$ cat src/rtl/sc_reg_shifter_seq_pkg.sv
// Shared encodings for the sequential load/shift register.
// Holds the command and FSM state encodings.
package sc_regshifterseq_pkg;

  typedef enum logic [1:0] {
    CMD_NOP  = 2'b00,
    CMD_LOAD = 2'b01,
    CMD_SHR  = 2'b10,
    CMD_SHL  = 2'b11
  } cmd_t;

  typedef enum logic [1:0] {
    ST_IDLE  = 2'b00,
    ST_SHIFT = 2'b01,
    ST_DONE  = 2'b10
  } state_t;

endpackage

$ cat src/rtl/sc_reg_shifter_seq_if.sv
// Command/data bundle of the sequential load/shift register.
// The master drives commands; the slave (the register) returns contents and status.
interface sc_reg_shifter_seq_if #(
  parameter int DATAWIDTH  = 8,
  parameter int SHAMTWIDTH = 4
);
  logic                  SC_RegSHIFTERSEQ_start_InLow;
  logic [1:0]            SC_RegSHIFTERSEQ_cmd_InBUS;
  logic [SHAMTWIDTH-1:0] SC_RegSHIFTERSEQ_shamt_InBUS;
  logic                  SC_RegSHIFTERSEQ_serial_In;
  logic [DATAWIDTH-1:0]  SC_RegSHIFTERSEQ_data_InBUS;
  logic [DATAWIDTH-1:0]  SC_RegSHIFTERSEQ_data_OutBUS;
  logic                  SC_RegSHIFTERSEQ_busy_Out;
  logic                  SC_RegSHIFTERSEQ_done_Out;
  logic                  SC_RegSHIFTERSEQ_zero_Out;
  logic                  SC_RegSHIFTERSEQ_lsb_Out;
  logic                  SC_RegSHIFTERSEQ_ovf_Out;

  modport master (
    output SC_RegSHIFTERSEQ_start_InLow, SC_RegSHIFTERSEQ_cmd_InBUS,
           SC_RegSHIFTERSEQ_shamt_InBUS, SC_RegSHIFTERSEQ_serial_In,
           SC_RegSHIFTERSEQ_data_InBUS,
    input  SC_RegSHIFTERSEQ_data_OutBUS, SC_RegSHIFTERSEQ_busy_Out,
           SC_RegSHIFTERSEQ_done_Out, SC_RegSHIFTERSEQ_zero_Out,
           SC_RegSHIFTERSEQ_lsb_Out, SC_RegSHIFTERSEQ_ovf_Out
  );

  modport slave (
    input  SC_RegSHIFTERSEQ_start_InLow, SC_RegSHIFTERSEQ_cmd_InBUS,
           SC_RegSHIFTERSEQ_shamt_InBUS, SC_RegSHIFTERSEQ_serial_In,
           SC_RegSHIFTERSEQ_data_InBUS,
    output SC_RegSHIFTERSEQ_data_OutBUS, SC_RegSHIFTERSEQ_busy_Out,
           SC_RegSHIFTERSEQ_done_Out, SC_RegSHIFTERSEQ_zero_Out,
           SC_RegSHIFTERSEQ_lsb_Out, SC_RegSHIFTERSEQ_ovf_Out
  );
endinterface

$ cat src/rtl/sc_reg_shifter_seq_counter.sv
// Loadable down-counter tracking the remaining shift steps.
// last is high while exactly one step remains.
module sc_shift_counter #(
  parameter int WIDTH = 4
) (
  input  logic             clk,
  input  logic             rst,
  input  logic             load,
  input  logic             dec,
  input  logic [WIDTH-1:0] load_val,
  output logic             last
);
  logic [WIDTH-1:0] count;

  // Load on command accept, otherwise count down once per shift step.
  always_ff @(posedge clk) begin
    // NOTE: sequential state uses non-blocking assignments so every flop samples pre-edge values.
    if (rst) begin
      count <= '0;
    end else if (load) begin
      count <= load_val;
    end else if (dec && (count != '0)) begin
      count <= count - 1'b1;
    end
  end

  assign last = (count == WIDTH'(1));
endmodule

$ cat src/rtl/sc_reg_shifter_seq.sv
// Sequential load / multi-bit shift register with start/done handshake.
// Optional sticky left-shift overflow flag enabled by `define SC_REGSHIFTERSEQ_OVF_EN.
module sc_reg_shifter_seq
  import sc_regshifterseq_pkg::*;
#(
  parameter int RegSHIFTERSEQ_DATAWIDTH  = 8,
  parameter int RegSHIFTERSEQ_SHAMTWIDTH = 4
) (
  input  logic                 SC_RegSHIFTERSEQ_CLOCK_50,
  input  logic                 SC_RegSHIFTERSEQ_RESET_InHigh,
  sc_reg_shifter_seq_if.slave  bus
);
  localparam int W = RegSHIFTERSEQ_DATAWIDTH;

  logic   clk;
  logic   rst;
  state_t state;
  cmd_t   cmd;
  logic [W-1:0] data_q;
  logic   busy_q;
  logic   done_q;
  logic   shift_left;
  logic   accept;
  logic   shamt_zero;
  logic   ctr_load;
  logic   ctr_last;

  assign clk        = SC_RegSHIFTERSEQ_CLOCK_50;
  assign rst        = SC_RegSHIFTERSEQ_RESET_InHigh;
  assign cmd        = cmd_t'(bus.SC_RegSHIFTERSEQ_cmd_InBUS);
  assign accept     = (state == ST_IDLE) && !bus.SC_RegSHIFTERSEQ_start_InLow;
  assign shamt_zero = (bus.SC_RegSHIFTERSEQ_shamt_InBUS == '0);
  assign ctr_load   = accept && ((cmd == CMD_SHR) || (cmd == CMD_SHL)) && !shamt_zero;

  sc_shift_counter #(
    .WIDTH(RegSHIFTERSEQ_SHAMTWIDTH)
  ) u_counter (
    .clk      (clk),
    .rst      (rst),
    .load     (ctr_load),
    .dec      (state == ST_SHIFT),
    .load_val (bus.SC_RegSHIFTERSEQ_shamt_InBUS),
    .last     (ctr_last)
  );

`ifdef SC_REGSHIFTERSEQ_OVF_EN
  logic ovf_q;
`endif

  // Control FSM and datapath register; busy/done are registered alongside the state.
  always_ff @(posedge clk) begin
    if (rst) begin
      // NOTE: every flop here has an explicit reset; the register is a single word, not a memory array.
      state      <= ST_IDLE;
      data_q     <= '0;
      busy_q     <= 1'b0;
      done_q     <= 1'b0;
      shift_left <= 1'b0;
`ifdef SC_REGSHIFTERSEQ_OVF_EN
      ovf_q      <= 1'b0;
`endif
    end else begin
      case (state)
        ST_IDLE: begin
          busy_q <= 1'b0;
          done_q <= 1'b0;
          if (accept) begin
            case (cmd)
              CMD_LOAD: begin
                data_q <= bus.SC_RegSHIFTERSEQ_data_InBUS;
                state  <= ST_DONE;
                busy_q <= 1'b1;
                done_q <= 1'b1;
`ifdef SC_REGSHIFTERSEQ_OVF_EN
                ovf_q  <= 1'b0;
`endif
              end
              CMD_SHR, CMD_SHL: begin
                shift_left <= (cmd == CMD_SHL);
                busy_q     <= 1'b1;
                if (shamt_zero) begin
                  state  <= ST_DONE;
                  done_q <= 1'b1;
                end else begin
                  state <= ST_SHIFT;
                end
              end
              default: ;
            endcase
          end
        end
        ST_SHIFT: begin
          if (shift_left) begin
            data_q <= {data_q[W-2:0], bus.SC_RegSHIFTERSEQ_serial_In};
`ifdef SC_REGSHIFTERSEQ_OVF_EN
            if (data_q[W-1]) ovf_q <= 1'b1;
`endif
          end else begin
            data_q <= {bus.SC_RegSHIFTERSEQ_serial_In, data_q[W-1:1]};
          end
          if (ctr_last) begin
            state  <= ST_DONE;
            done_q <= 1'b1;
          end
        end
        ST_DONE: begin
          state  <= ST_IDLE;
          busy_q <= 1'b0;
          done_q <= 1'b0;
        end
        default: begin
          state  <= ST_IDLE;
          busy_q <= 1'b0;
          done_q <= 1'b0;
        end
      endcase
    end
  end

  assign bus.SC_RegSHIFTERSEQ_data_OutBUS = data_q;
  assign bus.SC_RegSHIFTERSEQ_busy_Out    = busy_q;
  assign bus.SC_RegSHIFTERSEQ_done_Out    = done_q;
  assign bus.SC_RegSHIFTERSEQ_zero_Out    = (data_q == '0);
  assign bus.SC_RegSHIFTERSEQ_lsb_Out     = data_q[0];
`ifdef SC_REGSHIFTERSEQ_OVF_EN
  assign bus.SC_RegSHIFTERSEQ_ovf_Out     = ovf_q;
`else
  assign bus.SC_RegSHIFTERSEQ_ovf_Out     = 1'b0;
`endif
endmodule

$ cat src/flat_wrapper.sv
// flat-port wrapper written by rule: the top's interface ports become plain ports
module sc_reg_shifter_seq_flat import sc_regshifterseq_pkg::*;
#(
  parameter int RegSHIFTERSEQ_DATAWIDTH  = 8,
  parameter int RegSHIFTERSEQ_SHAMTWIDTH = 4
)
  (SC_RegSHIFTERSEQ_CLOCK_50, SC_RegSHIFTERSEQ_RESET_InHigh, bus_SC_RegSHIFTERSEQ_start_InLow, bus_SC_RegSHIFTERSEQ_cmd_InBUS, bus_SC_RegSHIFTERSEQ_shamt_InBUS, bus_SC_RegSHIFTERSEQ_serial_In, bus_SC_RegSHIFTERSEQ_data_InBUS, bus_SC_RegSHIFTERSEQ_data_OutBUS, bus_SC_RegSHIFTERSEQ_busy_Out, bus_SC_RegSHIFTERSEQ_done_Out, bus_SC_RegSHIFTERSEQ_zero_Out, bus_SC_RegSHIFTERSEQ_lsb_Out, bus_SC_RegSHIFTERSEQ_ovf_Out);
  sc_reg_shifter_seq_if #(.DATAWIDTH(8), .SHAMTWIDTH(4)) bus_i ();
  input  logic SC_RegSHIFTERSEQ_CLOCK_50;
  input  logic SC_RegSHIFTERSEQ_RESET_InHigh;
  input wire logic [$bits(bus_i.SC_RegSHIFTERSEQ_start_InLow)-1:0] bus_SC_RegSHIFTERSEQ_start_InLow;
  input wire logic [$bits(bus_i.SC_RegSHIFTERSEQ_cmd_InBUS)-1:0] bus_SC_RegSHIFTERSEQ_cmd_InBUS;
  input wire logic [$bits(bus_i.SC_RegSHIFTERSEQ_shamt_InBUS)-1:0] bus_SC_RegSHIFTERSEQ_shamt_InBUS;
  input wire logic [$bits(bus_i.SC_RegSHIFTERSEQ_serial_In)-1:0] bus_SC_RegSHIFTERSEQ_serial_In;
  input wire logic [$bits(bus_i.SC_RegSHIFTERSEQ_data_InBUS)-1:0] bus_SC_RegSHIFTERSEQ_data_InBUS;
  output wire logic [$bits(bus_i.SC_RegSHIFTERSEQ_data_OutBUS)-1:0] bus_SC_RegSHIFTERSEQ_data_OutBUS;
  output wire logic [$bits(bus_i.SC_RegSHIFTERSEQ_busy_Out)-1:0] bus_SC_RegSHIFTERSEQ_busy_Out;
  output wire logic [$bits(bus_i.SC_RegSHIFTERSEQ_done_Out)-1:0] bus_SC_RegSHIFTERSEQ_done_Out;
  output wire logic [$bits(bus_i.SC_RegSHIFTERSEQ_zero_Out)-1:0] bus_SC_RegSHIFTERSEQ_zero_Out;
  output wire logic [$bits(bus_i.SC_RegSHIFTERSEQ_lsb_Out)-1:0] bus_SC_RegSHIFTERSEQ_lsb_Out;
  output wire logic [$bits(bus_i.SC_RegSHIFTERSEQ_ovf_Out)-1:0] bus_SC_RegSHIFTERSEQ_ovf_Out;
  assign bus_i.SC_RegSHIFTERSEQ_start_InLow = bus_SC_RegSHIFTERSEQ_start_InLow;
  assign bus_i.SC_RegSHIFTERSEQ_cmd_InBUS = bus_SC_RegSHIFTERSEQ_cmd_InBUS;
  assign bus_i.SC_RegSHIFTERSEQ_shamt_InBUS = bus_SC_RegSHIFTERSEQ_shamt_InBUS;
  assign bus_i.SC_RegSHIFTERSEQ_serial_In = bus_SC_RegSHIFTERSEQ_serial_In;
  assign bus_i.SC_RegSHIFTERSEQ_data_InBUS = bus_SC_RegSHIFTERSEQ_data_InBUS;
  assign bus_SC_RegSHIFTERSEQ_data_OutBUS = bus_i.SC_RegSHIFTERSEQ_data_OutBUS;
  assign bus_SC_RegSHIFTERSEQ_busy_Out = bus_i.SC_RegSHIFTERSEQ_busy_Out;
  assign bus_SC_RegSHIFTERSEQ_done_Out = bus_i.SC_RegSHIFTERSEQ_done_Out;
  assign bus_SC_RegSHIFTERSEQ_zero_Out = bus_i.SC_RegSHIFTERSEQ_zero_Out;
  assign bus_SC_RegSHIFTERSEQ_lsb_Out = bus_i.SC_RegSHIFTERSEQ_lsb_Out;
  assign bus_SC_RegSHIFTERSEQ_ovf_Out = bus_i.SC_RegSHIFTERSEQ_ovf_Out;
  sc_reg_shifter_seq #(.RegSHIFTERSEQ_DATAWIDTH(RegSHIFTERSEQ_DATAWIDTH), .RegSHIFTERSEQ_SHAMTWIDTH(RegSHIFTERSEQ_SHAMTWIDTH)) u_core (.SC_RegSHIFTERSEQ_CLOCK_50(SC_RegSHIFTERSEQ_CLOCK_50), .SC_RegSHIFTERSEQ_RESET_InHigh(SC_RegSHIFTERSEQ_RESET_InHigh), .bus(bus_i));
endmodule
$ cat config.mk
export PLATFORM = sky130hd
export DESIGN_NAME = sc_reg_shifter_seq_flat
export DESIGN_NICKNAME = d
export VERILOG_FILES = /design/src/rtl/sc_reg_shifter_seq_pkg.sv /design/src/rtl/sc_reg_shifter_seq_if.sv /design/src/rtl/sc_reg_shifter_seq_counter.sv /design/src/rtl/sc_reg_shifter_seq.sv /design/src/flat_wrapper.sv
export SDC_FILE = /design/constraint.sdc
export NUM_CORES = 1
export LEC_CHECK = 0
export CORE_MARGIN = 3
export CORE_UTILIZATION = 43
export DETAILED_ROUTE_END_ITERATION = 10
export GPL_TIMING_DRIVEN = 0
export PLACE_DENSITY = 0.81
export SETUP_SLACK_MARGIN = 0.02
export SYNTH_ARGS = -nofsm -noshare
export SYNTH_HDL_FRONTEND = slang
export SYNTH_SLANG_ARGS = --single-unit
$ cat constraint.sdc
create_clock -name SC_RegSHIFTERSEQ_CLOCK_50 -period 2.2 [get_ports SC_RegSHIFTERSEQ_CLOCK_50]
set_input_delay 0.55 -clock SC_RegSHIFTERSEQ_CLOCK_50 [delete_from_list [all_inputs] [get_ports SC_RegSHIFTERSEQ_CLOCK_50]]
set_output_delay 0.55 -clock SC_RegSHIFTERSEQ_CLOCK_50 [all_outputs]
set_load 0.1 [all_outputs]
== After elaboration in Yosys (flattened, before gate mapping) ==
Index checks and enable logic that the tools add are counted.
Widths: inputs -> output; s select.
Word-level totals
  bits in registers: 17
  input port bits: 18
  output and inout port bits: 13
  word-level logic and storage cells: 53
Cells by class
  add/sub/neg operators: 1
  equal/unequal tests: 9
  muxes and demuxes: 19
  reductions and logical operators: 18
Operators with widths (count)
  $mux 8: 3
  $pmux 8 s2: 1
  $reduce_and 3->1: 3
  $logic_not 8->1: 1
  $mux 4: 2
  $pmux 2 s2: 2
  $mux 2: 3
  $pmux 1 s2: 3
  $mux 1: 5
  $eq 2x1->1 const B: 2
  $eq 2x2->1 const B: 2
  $eq 4x1->1 const B: 1
  $logic_and 1x1->1: 4
  $logic_not 4->1: 1
  $ne 2x1->1 const B: 2
  $reduce_bool 2->1: 2
  $reduce_bool 4->1: 1
  $sub 4x1->4 const B: 1
  $ne 3x3->1 const B: 1
  $reduce_or 3->1: 1
  $logic_not 1->1: 2
  $logic_not 2->1: 1
  $ne 2x2->1 const B: 1
  $reduce_or 2->1: 1
  $logic_or 1x1->1: 1

== Logic depth before layout (Yosys ltp) ==
  word-level depth: 5
  mapped depth: 7
  depth with buffers taken out: 6

== Modules after synthesis ==
From an unflattened synthesis, not the netlist that was laid out.
Second synthesis, totals
  cell total of the unflattened synthesis: 103
  area, all modules: 1003.5 µm²
By module, submodules not included
  sc_reg_shifter_seq: times used 1, cells an instance 70, area each 716.9 µm², seq. area each 260.2 µm²
  sc_shift_counter: times used 1, cells an instance 33, area each 286.5 µm², seq. area each 80.1 µm²

== Least setup slack after synthesis ==
Ideal clock, no wire load.
  kind: register to output
  start point: register u_core.data_q[4] (netlist: u_core.bus.SC_RegSHIFTERSEQ_data_OutBUS[4])
  end point: output bus_SC_RegSHIFTERSEQ_zero_Out
  arrival time: 2554 ps
  required time: 1650 ps
  setup slack: -904 ps
  stages on the path, launching flop included: 3
  path buffers: 0
  cells stage by stage: dfxtp_1 or4_1 nor2_1
On the way
  cells in the longest elaborated chain, start to end: 1
RTL lines
  start, declared: line sc_reg_shifter_seq.sv:19  | logic [W-1:0] data_q;
  start signal, assigned: line sc_reg_shifter_seq.sv:70  | data_q <= bus.SC_RegSHIFTERSEQ_data_InBUS;
  start signal, assigned: line sc_reg_shifter_seq.sv:94  | data_q <= {data_q[W-2:0], bus.SC_RegSHIFTERSEQ_serial_In};
  start signal, assigned: line sc_reg_shifter_seq.sv:99  | data_q <= {bus.SC_RegSHIFTERSEQ_serial_In, data_q[W-1:1]};
  $logic_not 8->1: line sc_reg_shifter_seq.sv:123  | assign bus.SC_RegSHIFTERSEQ_zero_Out = (data_q == '0);
  end, declared: line flat_wrapper.sv:19  | output wire logic [$bits(bus_i.SC_RegSHIFTERSEQ_zero_Out)-1:0] bus_SC_RegSHIFTERSEQ_zero_Out;
No other way between the ends.

== Worst setup path in the final report ==
  start point: register u_core.data_q[0] (netlist: u_core.bus.SC_RegSHIFTERSEQ_data_OutBUS[0])
  end point: output bus_SC_RegSHIFTERSEQ_zero_Out
The elaborated chain is that of the path after synthesis.

==> results.txt <==
Crit. Startpoint: u_core.bus.SC_RegSHIFTERSEQ_data_OutBUS[0]$_SDFFE_PP0P_
htree depth: 1
diode count: 0
Ys Warns: 0
port bufs: 28
CP Max Fanout: 5
final slew viol count: 0
post-route ant nets: 0
Worst slew margin: 36.2%
global-route wire length before repair: 3.84 mm
CP Data Required Time: 1650 ps
RSZ-0062 raised after global routing: false
clock share of power: 18.3%
Critical Path Start Type: register
sequential share of the synthesized area: 34.8%
ratio of cells with drive above 1 in the final layout: 17.6%
GRT Total Usage: 18.0%
worst-case clock buffer depth: 2
Post-DP HPWL: 1.72 mm
Synth Net Count: 136
# rows: 16
RePlAce Congestion: 0.771
power per cell area: 696 nW/um2
Synth top area share: 34.8%
power share of the combinational group: 43.0%
Total Power: 0.923 mW
post-synthesis cell area: 978 um2
net switching power figure: 0.395 mW
cell taking the most area after synthesis: dfxtp_1
HP Class: reg2reg
worst skew pair latency: 290 ps
Setup Viol. Count Final: 0
CP Capture Type: primary output
largest net degree at the start of global routing: 11
final wirelength: 2.29 mm
area grow syn2layout: 35.5%
Mapped Cells: 116
Mapped Avg Cell Area: 8.43 um2
Max Fclk: 472 MHz
num ports: 31
Core Area: 2060 um2
antenna violations before repair: 0
actual slew at the worst max-slew pin: 960 ps
Pleak: 0.526 nW
# clock sinks: 17
NumNets Final: 169
vias in the first global route: 919
period utilisation layout: 96.2%
vias: 957
Netlist cell types: 29
min-delay src: u_core.bus.SC_RegSHIFTERSEQ_data_OutBUS[7]$_SDFFE_PP0P_
CTS buffer count: 3
initial core utilization: 47.5%
Die Width: 53.7 um
top cells by area, synth: dfxtp_1 (35%), mux2i_1 (10%), nand2_1 (7.3%)
CTS tree: yes
Critical Path AT: 1570 ps
status: completed
Setup Buffers After CTS: 0
wire length per cell: 13.1 um
DP Worst Slack: -491 ps
Reg power frac: 38.8%
crit path time final: 2120 ps
crit path kind: reg2out
worst flop-to-flop path startpoint: u_core.u_counter.count[0]$_SDFFE_PP0P_
clock slew at reported path FFs: 100 ps
area of the die: 2880 um2
#FFs+latches synth: 17
Worst IR Drop VDD: 0.379 mV
die height: 53.7 um
initial drt markers: 31
number of iterations in the first detailed-routing pass: 4
Final WS setup: 83.1 ps
max-cap violations: 0
switch share: 42.8%
clk_skew: 1.33 ps
GRT overflow: 0
Residual DRC: 0
root buf cell: clkbuf_4
Pint: 0.528 mW
Hold Vio Cnt, Final: 0
Post-Route Setup TNS: 0 ps
Vias/cell: 5.47
sequential cells by signal, indices dropped and copies added, names as in the netlist:
signal and cells:
u_core.shift_left 1, u_core.u_counter.count 4, u_core.bus.SC_RegSHIFTERSEQ_data_OutBUS 8, u_core.state 2, u_core.bus.SC_RegSHIFTERSEQ_done_Out 1, u_core.bus.SC_RegSHIFTERSEQ_busy_Out 1
placed cells by master (no fill, tap or decap), types with 2 or more instances in the layout:
cell type / instances
clkbuf_4: 3
dfxtp_1: 9
nand2_1: 19
ha_1: 2
inv_1: 5
nor2_1: 8
dfxtp_2: 8
a22oi_1: 2
o211ai_1: 8
buf_4: 3
xor2_1: 2
buf_2: 3
dlygate4sd2_1: 10
nor3_1: 3
clkbuf_1: 3
or4_1: 2
mux2i_1: 10
a21oi_1: 12
a222oi_1: 3
clkdlybuf4s50_1: 16
worst paths after layout:
kind | end | slack (ps) | depth (start not counted)
setup reg to reg | u_core.u_counter.count[1]$_SDFFE_PP0P_ | 470 | 6
setup / recovery | bus_SC_RegSHIFTERSEQ_zero_Out | 80 | 3
hold reg to reg | u_core.bus.SC_RegSHIFTERSEQ_data_OutBUS[7]$_SDFFE_PP0P_ | 480 | 2
hold / removal | u_core.bus.SC_RegSHIFTERSEQ_data_OutBUS[7]$_SDFFE_PP0P_ | 480 | 2
layer usage:
layer  wire (um)  share of wire (%)  global-route usage [%]
met1        1010                 44                    20.0
met2        1110                 48                    33.7
met3         154                6.7                    3.88
met4          12               0.52                    5.11
met5           0                  0                       0
final cells by class:
cell class | count | area, um2
Timing Repair Buffer | 28 | 269
Sequential cell | 17 | 350
Buffer | 9 | 48.8
Multi-Input combinational cell | 85 | 578
Tap cell | 27 | 33.8
Fill cell | 188 | 736
Clock inverter | 1 | 5.00
Clock buffer | 3 | 22.5
Inverter | 5 | 18.8
critical path, cell delays in order, from the launching register on:
cell	delay (ps)
dfxtp_2	350
or4_1	580
nor2_4	130
buf_6	220
power by group through the flow:
stage / Clock, mW / Combinational [mW] / Sequential (mW)
after floorplan: 0 / 0.204 / 0.464
after global placement: 0 / 0.397 / 0.365
after detailed placement: 0 / 0.404 / 0.366
after CTS: 0.177 / 0.397 / 0.358
after global routing: 0.192 / 0.424 / 0.363
final: 0.168 / 0.396 / 0.358
timing repair:
action	in CTS	in global routing
gates resized for setup	18	1
endpoints found under the setup margin	12	1
hold buffers	0	0
Yosys cell counts:
cell type,number
mux2i_1,10
and2_4,1
a22oi_2,1
or4_4,1
nor4b_4,1
nor3b_1,1
nor2_1,9
a211oi_1,1
a21oi_1,12
inv_1,5
nand3_1,1
o211ai_1,8
or4_1,2
dfxtp_1,17
a222oi_1,3
clkbuf_1,3
o21ba_2,1
nor3_1,3
nor2b_1,1
nand2_1,19
a22oi_1,2
xor2_1,2
ha_1,2
buf_2,3
conb_1,1
or3b_1,1
o21bai_1,1
buf_4,3
a2111oi_2,1
kinds of logic after synthesis:
family	count (synthesis)	share of synthesized area [%]
AO/OA/AOI/OAI	30	22.3
AND/OR/NAND/NOR	40	21.1
XOR/XNOR	2	1.79
buffers and inverters	14	6.90
other	1	0.383
multiplexers	10	10.2
flip-flops	17	34.8
adder cells (fa/ha/maj)	2	2.56
per-stage QoR:
stage / utilization [%] / area [um2] / hold slack (ps) / instances
6_report: 64.3 / 1330 / 476 / 175
3_5_place_dp: 63.5 / 1310 / 468 / 171
2_1_floorplan: - / 996 / 466 / 116
3_3_place_gp: 63.5 / 1310 / 464 / 171
4_1_cts: 64.3 / 1330 / 483 / 175
5_1_grt: 64.3 / 1330 / 509 / 175
No activity file was read; power rests on OpenSTA's default activity.
